==> src/rtl/image_pass_scheduler.sv <==
// image_pass_scheduler: shares the single image BRAM port between display reads (strict priority)
// and a background transform frame pass. Optional stall statistics are enabled by PASS_STATS_EN.

module image_pass_scheduler #(
   parameter int ADDR_W      = 18,
   parameter int DATA_W      = 24,
   parameter int FRAME_WORDS = 76800,
   parameter int WQ_DEPTH    = 4
) (
   input  logic              clk,
   input  logic              rst,
   input  logic              start,
   output logic              busy,
   output logic              done,
   output logic              err,
   input  logic              disp_req,
   input  logic [ADDR_W-1:0] disp_addr,
   output logic [DATA_W-1:0] disp_data,
   output logic              disp_valid,
   output logic              mem_en,
   output logic              mem_we,
   output logic [ADDR_W-1:0] mem_addr,
   output logic [DATA_W-1:0] mem_din,
   input  logic [DATA_W-1:0] mem_dout,
   output logic [DATA_W-1:0] xf_in_data,
   output logic              xf_in_valid,
   input  logic [DATA_W-1:0] xf_out_data,
   input  logic              xf_out_valid,
   output logic [31:0]       stall_cnt
);

   localparam int QI_W  = (WQ_DEPTH > 1) ? $clog2(WQ_DEPTH) : 1;
   localparam int CNT_W = $clog2(WQ_DEPTH + 1);
   localparam logic [ADDR_W-1:0] FRAME_END = ADDR_W'(FRAME_WORDS);
   localparam logic [CNT_W:0]    CREDITS   = (CNT_W + 1)'(WQ_DEPTH);
   localparam logic [QI_W-1:0]   QI_LAST   = QI_W'(WQ_DEPTH - 1);

   typedef enum logic [1:0] {S_IDLE, S_RUN, S_DRAIN, S_DONE} state_t;

   state_t            state_q, state_d;
   logic [ADDR_W-1:0] rd_ptr_q, rd_ptr_d;
   logic [ADDR_W-1:0] wr_ptr_q, wr_ptr_d;
   logic [QI_W-1:0]   head_q, head_d;
   logic [QI_W-1:0]   tail_q, tail_d;
   logic [CNT_W-1:0]  count_q, count_d;
   logic [CNT_W-1:0]  inflight_q, inflight_d;
   logic              err_q, err_d;
   logic              disp_pend_q, disp_pend_d;
   logic              eng_pend_q, eng_pend_d;

   logic [ADDR_W-1:0] wq_addr_q [WQ_DEPTH];
   logic [DATA_W-1:0] wq_data_q [WQ_DEPTH];

   logic q_empty, q_full, rd_eligible;
   logic grant_disp, grant_wr, grant_rd;
   logic push_ok, inflight_dec;

   // Port arbitration: display, then queued write-back, then a credit-limited engine read.
   always_comb begin
      q_empty     = (count_q == '0);
      q_full      = (count_q == CNT_W'(WQ_DEPTH));
      rd_eligible = (state_q == S_RUN) && (rd_ptr_q < FRAME_END) &&
                    (({1'b0, count_q} + {1'b0, inflight_q}) < CREDITS);
      grant_disp  = !rst && disp_req;
      grant_wr    = !rst && !disp_req && !q_empty;
      grant_rd    = !rst && !disp_req && q_empty && rd_eligible;

      mem_en   = grant_disp || grant_wr || grant_rd;
      mem_we   = grant_wr;
      mem_addr = '0;
      mem_din  = '0;
      if (grant_disp) begin
         mem_addr = disp_addr;
      end else if (grant_wr) begin
         mem_addr = wq_addr_q[head_q];
         mem_din  = wq_data_q[head_q];
      end else if (grant_rd) begin
         mem_addr = rd_ptr_q;
      end
   end

   assign disp_valid = disp_pend_q;
   assign disp_data  = disp_pend_q ? mem_dout : '0;
   assign xf_in_valid = eng_pend_q;
   assign xf_in_data  = eng_pend_q ? mem_dout : '0;
   assign busy = (state_q != S_IDLE);
   assign done = (state_q == S_DONE);
   assign err  = err_q;

   // A result arriving with the queue full is dropped but still returns its credit.
   always_comb begin
      push_ok      = xf_out_valid && !q_full;
      inflight_dec = xf_out_valid && (inflight_q != '0);

      state_d     = state_q;
      rd_ptr_d    = rd_ptr_q;
      wr_ptr_d    = wr_ptr_q;
      head_d      = head_q;
      tail_d      = tail_q;
      count_d     = count_q;
      inflight_d  = inflight_q;
      err_d       = err_q || (xf_out_valid && q_full);
      disp_pend_d = grant_disp;
      eng_pend_d  = grant_rd;

      if (grant_wr)
         head_d = (head_q == QI_LAST) ? '0 : head_q + QI_W'(1);
      if (push_ok) begin
         tail_d = (tail_q == QI_LAST) ? '0 : tail_q + QI_W'(1);
         if (wr_ptr_q != FRAME_END)
            wr_ptr_d = wr_ptr_q + ADDR_W'(1);
      end
      case ({push_ok, grant_wr})
         2'b10:   count_d = count_q + CNT_W'(1);
         2'b01:   count_d = count_q - CNT_W'(1);
         default: count_d = count_q;
      endcase
      case ({grant_rd, inflight_dec})
         2'b10:   inflight_d = inflight_q + CNT_W'(1);
         2'b01:   inflight_d = inflight_q - CNT_W'(1);
         default: inflight_d = inflight_q;
      endcase
      if (grant_rd)
         rd_ptr_d = rd_ptr_q + ADDR_W'(1);

      case (state_q)
         S_IDLE:  if (start) state_d = S_RUN;
         S_RUN:   if (rd_ptr_q == FRAME_END) state_d = S_DRAIN;
         S_DRAIN: if ((inflight_q == '0) && q_empty) state_d = S_DONE;
         S_DONE: begin
            state_d  = S_IDLE;
            rd_ptr_d = '0;
            wr_ptr_d = '0;
         end
         default: state_d = S_IDLE;
      endcase
   end

   always_ff @(posedge clk) begin
      if (rst) begin
         state_q     <= S_IDLE;
         rd_ptr_q    <= '0;
         wr_ptr_q    <= '0;
         head_q      <= '0;
         tail_q      <= '0;
         count_q     <= '0;
         inflight_q  <= '0;
         err_q       <= 1'b0;
         disp_pend_q <= 1'b0;
         eng_pend_q  <= 1'b0;
      end else begin
         state_q     <= state_d;
         rd_ptr_q    <= rd_ptr_d;
         wr_ptr_q    <= wr_ptr_d;
         head_q      <= head_d;
         tail_q      <= tail_d;
         count_q     <= count_d;
         inflight_q  <= inflight_d;
         err_q       <= err_d;
         disp_pend_q <= disp_pend_d;
         eng_pend_q  <= eng_pend_d;
      end
   end

   // Queue storage needs no reset; only the pointers define which entries are live.
   always_ff @(posedge clk) begin
      if (push_ok) begin
         wq_addr_q[tail_q] <= wr_ptr_q;
         wq_data_q[tail_q] <= xf_out_data;
      end
   end

`ifdef PASS_STATS_EN
   logic [31:0] stall_cnt_q, stall_cnt_d;

   // Counts pass cycles where the engine had port work but the display took the port.
   always_comb begin
      stall_cnt_d = stall_cnt_q;
      if ((state_q == S_IDLE) && start)
         stall_cnt_d = '0;
      else if (((state_q == S_RUN) || (state_q == S_DRAIN)) && disp_req &&
               (!q_empty || rd_eligible) && (stall_cnt_q != 32'hFFFF_FFFF))
         stall_cnt_d = stall_cnt_q + 32'd1;
   end

   always_ff @(posedge clk) begin
      if (rst)
         stall_cnt_q <= '0;
      else
         stall_cnt_q <= stall_cnt_d;
   end

   assign stall_cnt = stall_cnt_q;
`else
   assign stall_cnt = '0;
`endif

endmodule

==> config.mk <==
export PLATFORM = sky130hd
export DESIGN_NAME = image_pass_scheduler
export DESIGN_NICKNAME = d
export VERILOG_FILES = /design/src/rtl/image_pass_scheduler.sv
export SDC_FILE = /design/constraint.sdc
export NUM_CORES = 1
export LEC_CHECK = 0
export BUFFER_PORTS_ARGS = -buffer_cell sky130_fd_sc_hd__buf_4
export CAP_MARGIN = 20
export CORE_MARGIN = 2
export CORE_UTILIZATION = 45
export DETAILED_ROUTE_END_ITERATION = 8
export GPL_TIMING_DRIVEN = 0
export HOLD_SLACK_MARGIN = 0.02
export PLACE_DENSITY = 0.67
export SYNTH_ARGS = -nofsm -noshare
export SYNTH_HDL_FRONTEND = slang
export SYNTH_SLANG_ARGS = --single-unit
==> constraint.sdc <==
create_clock -name clk -period 8.6 [get_ports clk]
set_clock_uncertainty 0.2 [all_clocks]
set_input_delay 0.86 -clock clk [delete_from_list [all_inputs] [get_ports clk]]
set_output_delay 0.86 -clock clk [all_outputs]
set_load 0.1 [all_outputs]
; ---- Yosys cells after proc, flatten, opt, wreduce, memory -nomap -nowiden
; Memories as Yosys holds them, arrays and structs flattened. A register that Yosys moved wholly into a read port is not among the register bits.
; Cells that the tools add are included.
; Widths: inputs -> output; s select.
[op_classes]
addsub = 9
n_lt_le_gt_ge = 2
eq_ne = 15
n_mux = 21
n_reduce_logical = 28
[op_table]
columns = cell, count
row1 = $mux 24, 4
row2 = $mux 18, 3
row3 = $add 18x1->18 const B, 2
row4 = $eq 18x17->1 const B, 1
row5 = $lt 18x17->1 const B, 1
row6 = $mux 2, 9
row7 = $ne 18x17->1 const B, 1
row8 = $eq 2x2->1 const B, 6
row9 = $pmux 3 s2, 2
row10 = $logic_and 1x1->1, 11
row11 = $pmux 2 s4, 1
row12 = $add 3x1->3 const B, 2
row13 = $eq 2x1->1 const B, 3
row14 = $logic_not 3->1, 2
row15 = $reduce_bool 2->1, 3
row16 = $sub 3x1->3 const B, 2
row17 = $add 2x1->2 const B, 2
row18 = $add 3x3->4, 1
row19 = $logic_not 1->1, 4
row20 = $lt 4x3->1 const B, 1
row21 = $ne 2x2->1 const B, 2
row22 = $eq 3x3->1 const B, 1
row23 = $logic_or 1x1->1, 3
row24 = $reduce_and 3->1, 1
row25 = other kinds (6), 7
[totals]
regBits = 51
ramBits = 168
inputBits = 71
out_inout_bits = 129
wordCells = 87
mem_count = 2
[memory_table]
columns = name, words, word_bits, rd, rd_ports_with_merged_regs, write_ports, line
row1 = wq_data_q, 4, 24, 1, 1, 1, 52  ; logic [DATA_W-1:0] wq_data_q [WQ_DEPTH];
row2 = wq_addr_q, 4, 18, 1, 1, 1, 51  ; logic [ADDR_W-1:0] wq_addr_q [WQ_DEPTH];

; ---- Logic depth before layout (Yosys ltp)
[depth]
ltp_word = 7
ltp_mapped = 12
ltp_nobuf = 11

; ---- Worst setup path before layout
; No wires, ideal clock.
[synth_timing]
path_kind = in2out
startpoint = input rst
endpoint = output mem_addr[0]
arrival_time_ns = 3.802
required_ns = 7.540
path_slack_ns = 3.738
stages = 6
path_buffers = 2
cell_sequence = clkbuf_1 -> nor3_1 -> nand3_1 -> a21o_2 -> clkbuf_8 -> o21ai_0
[synth_via]
elab_chain_len = 7
word_cells_on_any_way = 9
cone_classes = 3 x mux / 6 x reduce/logical
[synth_lines]
columns = item, line
row1 = from (decl), 11  ; input logic rst,
row2 = $logic_not 1->1 (*), "64, 65, 66"
row3 = $logic_and 1x1->1, "65, 66"
row4 = $logic_and 1x1->1 (2 in series), 66  ; grant_rd = !rst && !disp_req && q_empty && rd_eligible;
row5 = $mux 18, 77  ; end else if (grant_rd) begin
row6 = $mux 18, 74  ; end else if (grant_wr) begin
row7 = $mux 18 (*), 72  ; if (grant_disp) begin
row8 = to (decl), 22  ; output logic [ADDR_W-1:0] mem_addr,
; Mark *: on every way between the ends. The rest lies on a longest branch, timed or not.

; ---- Worst setup path in the final report
[layout_timing]
startpoint = register state_q[1]
endpoint = output mem_addr[10]
[layout_via]
elab_chain_len = 7
[layout_lines]
columns = item, line
row1 = from (decl), 40  ; state_t state_q, state_d;
row2 = from (signal assigned), 152  ; state_q <= state_d;
row3 = $eq 2x1->1, 62  ; rd_eligible = (state_q == S_RUN) && (rd_ptr_q < FRAME_END) &&
row4 = $logic_and 1x1->1 (2 in series), 62
row5 = $logic_and 1x1->1, 66
row6 = $mux 18, 77
row7 = $mux 18, 74
row8 = $mux 18, 72
; Every way passes these cells.

==> flow_summary.toml <==
[finish]
final_common_cell = "buf_4"
drive_above_1_share_pct = 32.2
final_cells = 1238
design_area_um2 = 12500
fill_cells = 1779
antenna_cells = 0
area_delta_synth_final_pct = 26.4
mostFrequentLayoutCells = "199 x buf_4, 168 x edfxtp_1, 75 x and2_1, 53 x dfxtp_1, 49 x nand2_1"
nNetsFinal = 1031

[clocking]
clk_latency_ns = 0.51
cts_buffer_depth = 3
cts_tree = "yes"
hold_buffers = 0
htree_levels = 1
path_clk_slew_ns = 0.06
numCtsBuffers = 24
cts_resized = 0
clkSinkCount = 221
root_buffer = "clkbuf_16"
postCtsSetupRepairBufs = 0

[sta]
min_period_ns = 3.89
hold-worst-slack_ns = 0.284
slew_headroom_pct = 55.7
setup_ws_ns = 4.71
slew_viol_final = 0
rsz0062_at_grt = "false"
hold_viol = 0
setup_viol = 0
fin_crit_sh_pct = 45.2
max_freq_mhz = 257
tightest_slew_ns = 0.665
setup_tns_ns = 0

[synthesis]
synthTopCellsByArea = "edfxtp_1 51%, dfxtp_1 11%, mux4_2 9.6%"
netlist_area_um2 = 9860
synth_top_area_share_pct = 51.2
yosysTopAreaCell = "edfxtp_1"
synth_cell_types = 58
yosysWarnings = 0
syn_area_per_cell_um2 = 13.8
syn_inst = 713
synth_edf_count = 168
ys_seq_area_share_pct = 61.9
async_flop_share_pct = 0
ys_seq_elements = 221
synth_ff_type = "edfxtp_1"

[floorplanning]
die_area_um2 = 23100
coreArea_um2 = 21700
start_util_pct = 45.5
die_width_um = 152
die_y_um = 152
io_pins = 200
rows = 54

[power_and_ir_drop]
power_frac_seq_pct = 40.3
ir_drop_mv = 0.151
internal_power_w = 0.00209
power_density_nw_per_um2 = 248
p_comb_share_pct = 26.5
switchingPower_w = 0.000999
sw_frac_of_total_pct = 32.4
clockPowerShare_pct = 33.3
p_leak_nw = 4.75

[flow_run]
maxCapViolCount = 0

[run_status]
status = "finished clean"

[critical_path]
slowest_stage = "clkbuf_1"
end_kind = "primary output"
critical_path.max_fanout = 10
cp.arrival_ns = 2.83
critPathLaunchType = "register"
slowest_delay_ns = 0.38
crit_chain = "inv_1 > ha_1 > nor4b_1 > nand3_1 > a21oi_1 > clkbuf_1 > nand2_1 > nand2_1 > buf_4"
cp_common_cell = "nand2_1"
crit_required_ns = 7.54
path_class = "register to primary output"

[placement]
post-place-ws_ns = 4.68
detailed_place_hpwl_mm = 15.7
place_area_um2 = 11700
dp_cells = 1194
finalWeightedCongestion = 0.805
io_buffers = 166

[route]
drc = 0
ant_nets = 0
drt_iter0_markers = 380
totalWireLength_mm = 21.8
dr.pass1.iters = 4
wire_per_inst_um = 17.6
dr_total_vias = 6346
avgViaCountPerCell = 5.13

[global_routing]
antenna_found_initial = 0
track_usage_pct = 18.8
grt_first_pass_wirelength_mm = 34.4
grt-ovfl-total = 0
grt_pass1_vias = 6272
grt_max_degree = 34

[min_path]
hp-class = "register to register"
-- synthesized netlist by cell type (11+ instances only) --
master and instances:
a21oi_1 21, inv_1 21, dfxtp_1 53, nor2_1 34, edfxtp_1 168, mux4_2 42
xor2_1 11, nand4_1 11, ha_1 18, nand3_1 13, nand2_1 49, buf_4 33
and2_1 75, a22oi_1 17, clkbuf_1 23
-- metrics by stage --
stage	utilization (%)	power (W)
2_1_floorplan	-	0.00190
3_3_place_gp	53.4	0.00208
3_5_place_dp	53.8	0.00209
4_1_cts	57.5	0.00312
5_1_grt	57.5	0.00321
6_report	57.5	0.00309
-- worst paths after layout --
kind | start | slack [ns] | end | cells past startpoint
max | state_q[1] | 4.71 | mem_addr[10] | 9
min | rd_ptr_q[13] | 0.28 | rd_ptr_q[13] | 2
max reg2reg | count_q[2] | 5.35 | count_q[2] | 10
min reg2reg | rd_ptr_q[13] | 0.28 | rd_ptr_q[13] | 2
-- power groups by stage --
| stage | Sequential (W) | Combinational (W) | Clock, W |
|---|---|---|---|
| global placement | 0.00127 | 0.000816 | 0 |
| CTS | 0.00124 | 0.000828 | 0.00105 |
| global route | 0.00125 | 0.000870 | 0.00109 |
| floorplan | 0.00127 | 0.000634 | 0 |
| finish | 0.00124 | 0.000817 | 0.00103 |
| detailed placement | 0.00127 | 0.000826 | 0 |
-- state kept, by name, summed over array words and instances, names as in the netlist, 2 cells and up, named ones only --
register / cells
wq_data_q: 96
wq_addr_q: 72
rd_ptr_q: 18
wr_ptr_q: 18
count_q: 3
inflight_q: 3
head_q: 2
state_q: 2
tail_q: 2
-- layer usage --
| metal | GRT usage [%] | vias up | routed length [µm] |
|---|---|---|---|
| met5 | 0 | - | 0 |
| met2 | 32.3 | 233 | 10900 |
| met3 | 3.37 | 40 | 1380 |
| met1 | 23.8 | 3022 | 8850 |
| met4 | 7.34 | 0 | 765 |
| li1 | - | 3051 | - |
-- cells by family (layout without fill, tap and decap cells) --
kind of cell               count (synthesis)  in the layout  share of synthesized area [%]
and+or+nand+nor                          242            242                           13.6
DFF                                      221            221                           61.9
buffers and inverters                     90            304                           5.10
AOI/OAI and AO/OA                         74             74                           4.96
muxes                                     47             47                           10.1
adders and majority gates                 20             20                           2.69
xor gates and xnor gates                  18             18                           1.60
other                                      1             32                         0.0380
-- critical path: cells and delay by family, from the launching register on --
kind	cells	cell delay [ns]
AO/OA/AOI/OAI	1	0.30
buffers and inverters	3	0.77
flip-flops	1	0.34
AND/OR/NAND/NOR	4	0.67
adder cells (fa/ha/maj)	1	0.22
-- layout make-up --
type                       instances  area, µm²  share of cell area, %
tap                              280        350                   2.81
clock buffer                      32        662                   5.31
clock inverter                    12        139                   1.11
multi-input combinational        433       3370                   27.1
sequential                       221       6110                   49.0
inverter                          22       82.6                  0.663
buffer                            68        420                   3.37
timing repair buffer             170       1330                   10.6
Power figures use the tool's default switching activity.
